--- config.mk ---
export PLATFORM = sky130hd
export DESIGN_NAME = upc_monitor
export DESIGN_NICKNAME = d
export VERILOG_FILES = /design/src/rtl/upc_monitor.sv
export SDC_FILE = /design/constraint.sdc
export NUM_CORES = 1
export LEC_CHECK = 0
export BUFFER_PORTS_ARGS = -buffer_cell sky130_fd_sc_hd__buf_2
export CORE_UTILIZATION = 40
export DETAILED_ROUTE_END_ITERATION = 6
export GPL_TIMING_DRIVEN = 0
export PLACE_DENSITY_LB_ADDON = 0.3
export SETUP_SLACK_MARGIN = 0.5
export SLEW_MARGIN = 20
export SYNTH_ARGS = -nofsm -noshare
export SYNTH_HDL_FRONTEND = slang
export SYNTH_SLANG_ARGS = --single-unit
--- constraint.sdc ---
create_clock -name clk -period 4.9 [get_ports clk]
set_input_delay 0.245 -clock clk [delete_from_list [all_inputs] [get_ports clk]]
set_output_delay 0.245 -clock clk [all_outputs]
set_load 0.02 [all_outputs]
--- src/rtl/upc_monitor.sv ---
// Posedge checker for a negedge-updated 3-bit up/down counter: verifies +/-1 steps mod 8,
// pulses on wraps and counts step errors. Optional extended position under UPC_MON_POS_EN.
module upc_monitor #(
    parameter int ERR_W  = 4,
    parameter int WRAP_W = 8
`ifdef UPC_MON_POS_EN
    ,
    parameter int POS_W  = 12
`endif
) (
    input  logic              clk,
    input  logic              preclr,
    input  logic              up_down,
    input  logic [2:0]        q,
    input  logic              clr_err,
    output logic              tc_up,
    output logic              tc_dn,
    output logic              cnt_err,
    output logic [ERR_W-1:0]  err_cnt,
    output logic [WRAP_W-1:0] wrap_cnt,
    output logic              mon_valid
`ifdef UPC_MON_POS_EN
    ,
    output logic [POS_W-1:0]  pos
`endif
);

    // state | meaning
    // SYNC  | first sample after preclr; q must be 0, no step check
    // TRACK | counter verified, checking every step
    // FAULT | error latched; still checking, clr_err on a good step returns to TRACK
    typedef enum logic [1:0] {
        SYNC  = 2'd0,
        TRACK = 2'd1,
        FAULT = 2'd2
    } state_t;

    state_t     state_q, state_d;
    logic [2:0] prev_q;
    logic       prev_ud;
    logic [2:0] expected;
    logic       step_ok;
    logic       set_err;
    logic       clr_sticky;
    logic       err_inc;
    logic       wrap_up;
    logic       wrap_dn;
    logic       pos_step;

    assign expected = prev_q + (prev_ud ? 3'd1 : 3'd7);
    assign step_ok  = (q == expected);

    always_comb begin
        state_d    = state_q;
        set_err    = 1'b0;
        clr_sticky = 1'b0;
        err_inc    = 1'b0;
        wrap_up    = 1'b0;
        wrap_dn    = 1'b0;
        pos_step   = 1'b0;
        case (state_q)
            SYNC: begin
                if (q != 3'd0) begin
                    set_err = 1'b1;
                    err_inc = 1'b1;
                    state_d = FAULT;
                end else begin
                    state_d = TRACK;
                end
            end
            TRACK: begin
                if (step_ok) begin
                    wrap_up  = prev_ud  && (prev_q == 3'd7) && (q == 3'd0);
                    wrap_dn  = !prev_ud && (prev_q == 3'd0) && (q == 3'd7);
                    pos_step = 1'b1;
                end else begin
                    set_err = 1'b1;
                    err_inc = 1'b1;
                    state_d = FAULT;
                end
            end
            FAULT: begin
                if (!step_ok) begin
                    err_inc = 1'b1;
                end else begin
                    wrap_up = prev_ud  && (prev_q == 3'd7) && (q == 3'd0);
                    wrap_dn = !prev_ud && (prev_q == 3'd0) && (q == 3'd7);
                    if (clr_err) begin
                        clr_sticky = 1'b1;
                        state_d    = TRACK;
                    end
                end
            end
            default: state_d = SYNC;
        endcase
    end

    always_ff @(posedge clk or posedge preclr) begin
        if (preclr) begin
            state_q   <= SYNC;
            prev_q    <= 3'd0;
            prev_ud   <= 1'b0;
            tc_up     <= 1'b0;
            tc_dn     <= 1'b0;
            cnt_err   <= 1'b0;
            err_cnt   <= '0;
            wrap_cnt  <= '0;
            mon_valid <= 1'b0;
        end else begin
            state_q   <= state_d;
            prev_q    <= q;
            prev_ud   <= up_down;
            tc_up     <= wrap_up;
            tc_dn     <= wrap_dn;
            mon_valid <= 1'b1;
            if (set_err) begin
                cnt_err <= 1'b1;
            end else if (clr_sticky) begin
                cnt_err <= 1'b0;
            end
            if (err_inc && (err_cnt != {ERR_W{1'b1}})) begin
                err_cnt <= err_cnt + ERR_W'(1);
            end
            if (wrap_up || wrap_dn) begin
                wrap_cnt <= wrap_cnt + WRAP_W'(1);
            end
        end
    end

`ifdef UPC_MON_POS_EN
    // Position only follows steps verified while tracking; wraps two's-complement.
    always_ff @(posedge clk or posedge preclr) begin
        if (preclr) begin
            pos <= '0;
        end else if (pos_step) begin
            pos <= prev_ud ? pos + POS_W'(1) : pos - POS_W'(1);
        end
    end
`else
    logic unused_pos_step;
    assign unused_pos_step = pos_step;
`endif

endmodule
=== Yosys cells after proc, flatten, opt, wreduce, memory -nomap -nowiden ===
Cells that the tools add are included.

* Bits in registers: 22
* Bits in latches: 0
* Memory bits (writable): 0
* Bits in read-only memories: 0
* Bits of input ports: 7
* Output and inout bits: 16
* Memories: 0

* Add/sub/neg operators: 3
* Multiply operators: 0
* Div/mod/pow operators: 0
* Order comparisons: 0
* Equal/unequal tests: 9
* Shifts and indexed selects: 0
* Mux-type cells: 19
* Bitwise operators: 0
* Reductions and logical operators: 14

{| class="wikitable"
|+ Operators with widths
! cell !! number
|-
| two-way mux 1 bit || 11
|-
| adder 8 x 1 -> 8 bit, second input constant || 1
|-
| two-way mux 2 bit || 4
|-
| == test 3 bit, second input constant || 2
|-
| logical NOT 3 bit || 2
|-
| != test 2 bit, second input constant || 3
|-
| one-hot mux 2 bit (3 select lines) || 1
|-
| logical AND 1 bit || 5
|-
| adder 4 x 1 -> 4 bit, second input constant || 1
|-
| != test 4 bit, second input constant || 1
|-
| one-hot mux 1 bit (2 select lines) || 2
|-
| adder 3 bit || 1
|-
| == test 3 bit || 1
|-
| two-way mux 3 bit || 1
|-
| AND reduction 3 bit || 1
|-
| nonzero test 3 bit || 1
|-
| == test 2 x 1 -> 1 bit, second input constant || 1
|-
| == test 2 bit, second input constant || 1
|-
| logical NOT 2 bit || 1
|-
| nonzero test 2 bit || 1
|-
| OR reduction 2 bit || 1
|-
| logical NOT 1 bit || 1
|-
| logical OR 1 bit || 1
|}

=== Depth between registers and ports, before layout ===
* Word-level depth: 7
* Depth in mapped cells: 9
* Depth with buffers taken out: 8

=== Worst setup path after synthesis ===
No wires, ideal clock.

* Path kind: reg2reg
* Start point: reg prev_q[0]
* End point: reg wrap_cnt[1]
* Setup time: 0.125 ns
* Data arrival time: 2.030 ns
* Data required time: 4.775 ns
* Path slack: 2.745 ns
* Cell stages (with the launch flop): 8
* Path buffers: 1
* Cell sequence: dfrtp_1 fa_1 xnor2_1 xnor2_1 or2_1 buf_6 a21oi_4 mux2_2

* Longest elaborated chain between the ends: 6
* Elaborated cells on any way between the ends: 13

{| class="wikitable"
|+ RTL lines
! item !! RTL line !! RTL
|-
| start, declared || 39 || <nowiki>logic [2:0] prev_q;</nowiki>
|-
| start signal, assigned || 111 || <nowiki>prev_q <= q;</nowiki>
|-
| parallel branches: the longest is 5 deep, another holds adder 3 bit || n/a ||
|-
| logical OR 1 bit (*) || 124 || <nowiki>if (wrap_up || wrap_dn) begin</nowiki>
|-
| end signal, assigned || 125 || <nowiki>wrap_cnt <= wrap_cnt + WRAP_W'(1);</nowiki>
|-
| end, declared || 20 || <nowiki>output logic [WRAP_W-1:0] wrap_cnt,</nowiki>
|}

Mark *: on every way between the ends.
A chain may end at the register's enable or synchronous reset.

=== Worst setup path after layout ===
Ends and elaborated chain as after synthesis.

==> results.ini <==
[run_status]
status=finished clean

[worst_setup_path]
worst-r2r-setup-slack_ns=2.57
reg2reg_from=prev_q[0]
crit_path_max_fanout=8
path_cells=fa_1 > xnor2_1 > xnor2_1 > or2_1 > buf_6 > a21oi_4 > mux2_2
cpMostUsedCell=xnor2_1
crit_required_ns=5.10
critical_path_class=reg -> reg
setup.worst_path.end_class=register
worstSetupStartpointType=register
critPathMaxStageDelay_ns=0.46
critical_path_arrival_ns=2.53
worstRegToRegCells=7
rr_endpoint=wrap_cnt[1]
cp_slowest_cell=dfrtp_1

[synthesis]
yosys_register_bits=22
avgSynthCellArea_sq_um=11.66
netlist_instances=93
synth_cell_types=29
syn_area_sq_um=1085
synth-seq-area-share_pct=50.75
yosysWarnings=0
mappedNetlistNets=107

[die]
fp.coreArea_sq_um=2522
die_h_um=54.08
io_pins=23
die_w_um=54.08
start_util_pct=43.01
die-area_sq_um=2924
fp-row-count=18

[finish]
drive_above_1_share_pct=27.73
nets=134
area_growth_pct=16.96
n_antenna_cell=0
final_cell_mix=dfrtp_1, buf_2, xnor2_1
fin_util_pct=50.30

[detailed_routing]
num_vias=759
highest-signal-layer=met4
wl_per_cell_um=12.22
drc=0
m1WireLength_um=857
drt_iter0_markers=5
postRouteAntennaNets=0
drtPass1Iterations=4
wl_met3_um=71
via_per_inst=5.094
wirelength_mm=1.821
met2_length_um=851

[clock_network]
ctsHoldBuffers=0
post_cts_resized=0
root_buffer=clkbuf_4
cts_max_level=1
clkTransAtPathRegs_ns=0.12
max-clock-path-buffers=2
cts-buffers-inserted=3
cts.sinks=22
clock_latency_ns=0.30
postCtsSetupBuffers=0
cts_tree=yes

[pwr]
power_density_nw_per_um2=452.9
leakage_nw=0.6185
peakVddDrop_mv=0.2543

[sta]
rsz0062_at_grt=no
slew_viol_final=0
tns_ns=0
hold_viol_final=0
fmax_mhz=429.3
post-route-period-util_pct=47.53
tightest_slew_ns=0.7971
period_needed_ns=2.329
slew_headroom_pct=46.80
skew_ns=0.002275
report.final.setup_viol=0

[grt]
grt_pass1_vias=731
grt_usage_pct=15.33
grt_max_degree=23
overflow=0
grt_first_pass_wirelength_mm=3.146
antenna_found_initial=0

[placement]
io_buffers=22
hpwl_mm=1.414
place.gp.congestion=0.7563

[min_path]
min_path_type=in -> reg
hold_end=prev_ud
min_from=up_down
hold_depth=1

[run]
max_cap_violations=0

[area by class of cell]
type	count	area (sq um)
Buffer	1	11.26
Fill cell	242	1254
Tap cell	30	37.54
Inverter	5	18.77
Clock buffer	4	36.28
Sequential cell	22	550.5
Multi-Input combinational cell	65	504.2
Timing Repair Buffer	22	110.1
[power breakdown]
group / switching [mW] / internal [mW]
sequential: 0.0353 / 0.214
combinational: 0.125 / 0.100
clock: 0.0539 / 0.0454
[critical path: cells and delay by family, from the launching register on]
| kind | cells | cell delay (ns) |
|---|---|---|
| buf+inv | 1 | 0.13 |
| compound gates | 1 | 0.24 |
| xor+xnor | 2 | 0.33 |
| simple gates | 1 | 0.25 |
| mux | 1 | 0.36 |
| flops | 1 | 0.46 |
| fa+ha+maj | 1 | 0.46 |
[routing by layer]
metal | vias up | track usage (%)
li1 | 375 | -
met1 | 362 | 20.07
met2 | 17 | 23.66
met3 | 5 | 3.390
met4 | 0 | 7.692
met5 | - | 0
[registers in the layout, indices dropped and copies added (netlist names)]
name       count
wrap_cnt       8
err_cnt        4
prev_q         3
state_q        2
cnt_err        1
mon_valid      1
prev_ud        1
tc_dn          1
tc_up          1
[how the worst max path moves through the flow]
stage	from	to	cells past startpoint
3_5_place_dp	prev_q[0]	wrap_cnt[1]	7
2_1_floorplan	prev_q[0]	wrap_cnt[1]	7
5_1_grt	prev_q[0]	wrap_cnt[7]	8
3_3_place_gp	prev_q[0]	wrap_cnt[1]	7
6_report	prev_q[0]	wrap_cnt[1]	7
4_1_cts	prev_q[0]	wrap_cnt[1]	7
[cell families after synthesis]
logic type / Yosys count / share of synthesized area [%]
adders and majority gates: 7 / 8.766
xor gates and xnor gates: 14 / 12.00
AOI/OAI and AO/OA: 15 / 8.882
other: 1 / 0.3457
DFF: 22 / 50.75
buffers and inverters: 6 / 2.768
muxes: 2 / 2.076
and+or+nand+nor: 26 / 14.42
[cells in the mapped netlist]
| library cell | n | area share, % |
|---|---|---|
| dfrtp_1 | 22 | 51 |
| xnor2_1 | 10 | 8.1 |
| nand4_1 | 7 | 4.0 |
| a21oi_1 | 6 | 2.8 |
| ha_1 | 6 | 6.9 |
| inv_1 | 5 | 1.7 |
| and3_1 | 4 | 2.3 |
| o21ai_0 | 4 | 1.8 |
| nor2_1 | 3 | 1.0 |
| xor2_1 | 3 | 2.4 |
| mux2_2 | 2 | 2.1 |
| nand2_1 | 2 | 0.69 |
| nand2b_1 | 2 | 1.2 |
| nor2b_1 | 2 | 1.2 |
| a211oi_1 | 1 | 0.69 |
| a21oi_4 | 1 | 1.5 |
| a31o_2 | 1 | 0.81 |
| and4_4 | 1 | 1.0 |
| buf_6 | 1 | 1.0 |
| conb_1 | 1 | 0.35 |
| fa_1 | 1 | 1.8 |
| nand3_1 | 1 | 0.46 |
| nor3_1 | 1 | 0.46 |
| nor3b_1 | 1 | 0.69 |
| nor4b_1 | 1 | 0.81 |
| o21ai_1 | 1 | 0.46 |
| o22a_1 | 1 | 0.81 |
| or2_1 | 1 | 0.58 |
| xor2_2 | 1 | 1.5 |
[through the flow]
step | setup slack, ns | std cells | hold WS (ns) | power, mW | area (sq um)
final | 2.571 | 149 | 0.03853 | 0.5746 | 1269
after floorplan | 2.745 | 93 | 0.2342 | 0.4203 | 1085
after global placement | 2.626 | 145 | 0.3551 | 0.4712 | 1232
after detailed placement | 2.582 | 145 | 0.3645 | 0.4824 | 1232
after CTS | 2.559 | 149 | 0.03223 | 0.5824 | 1269
after global routing | 2.454 | 149 | 0.02535 | 0.6245 | 1269
No activity file was read; power rests on OpenSTA's default activity.
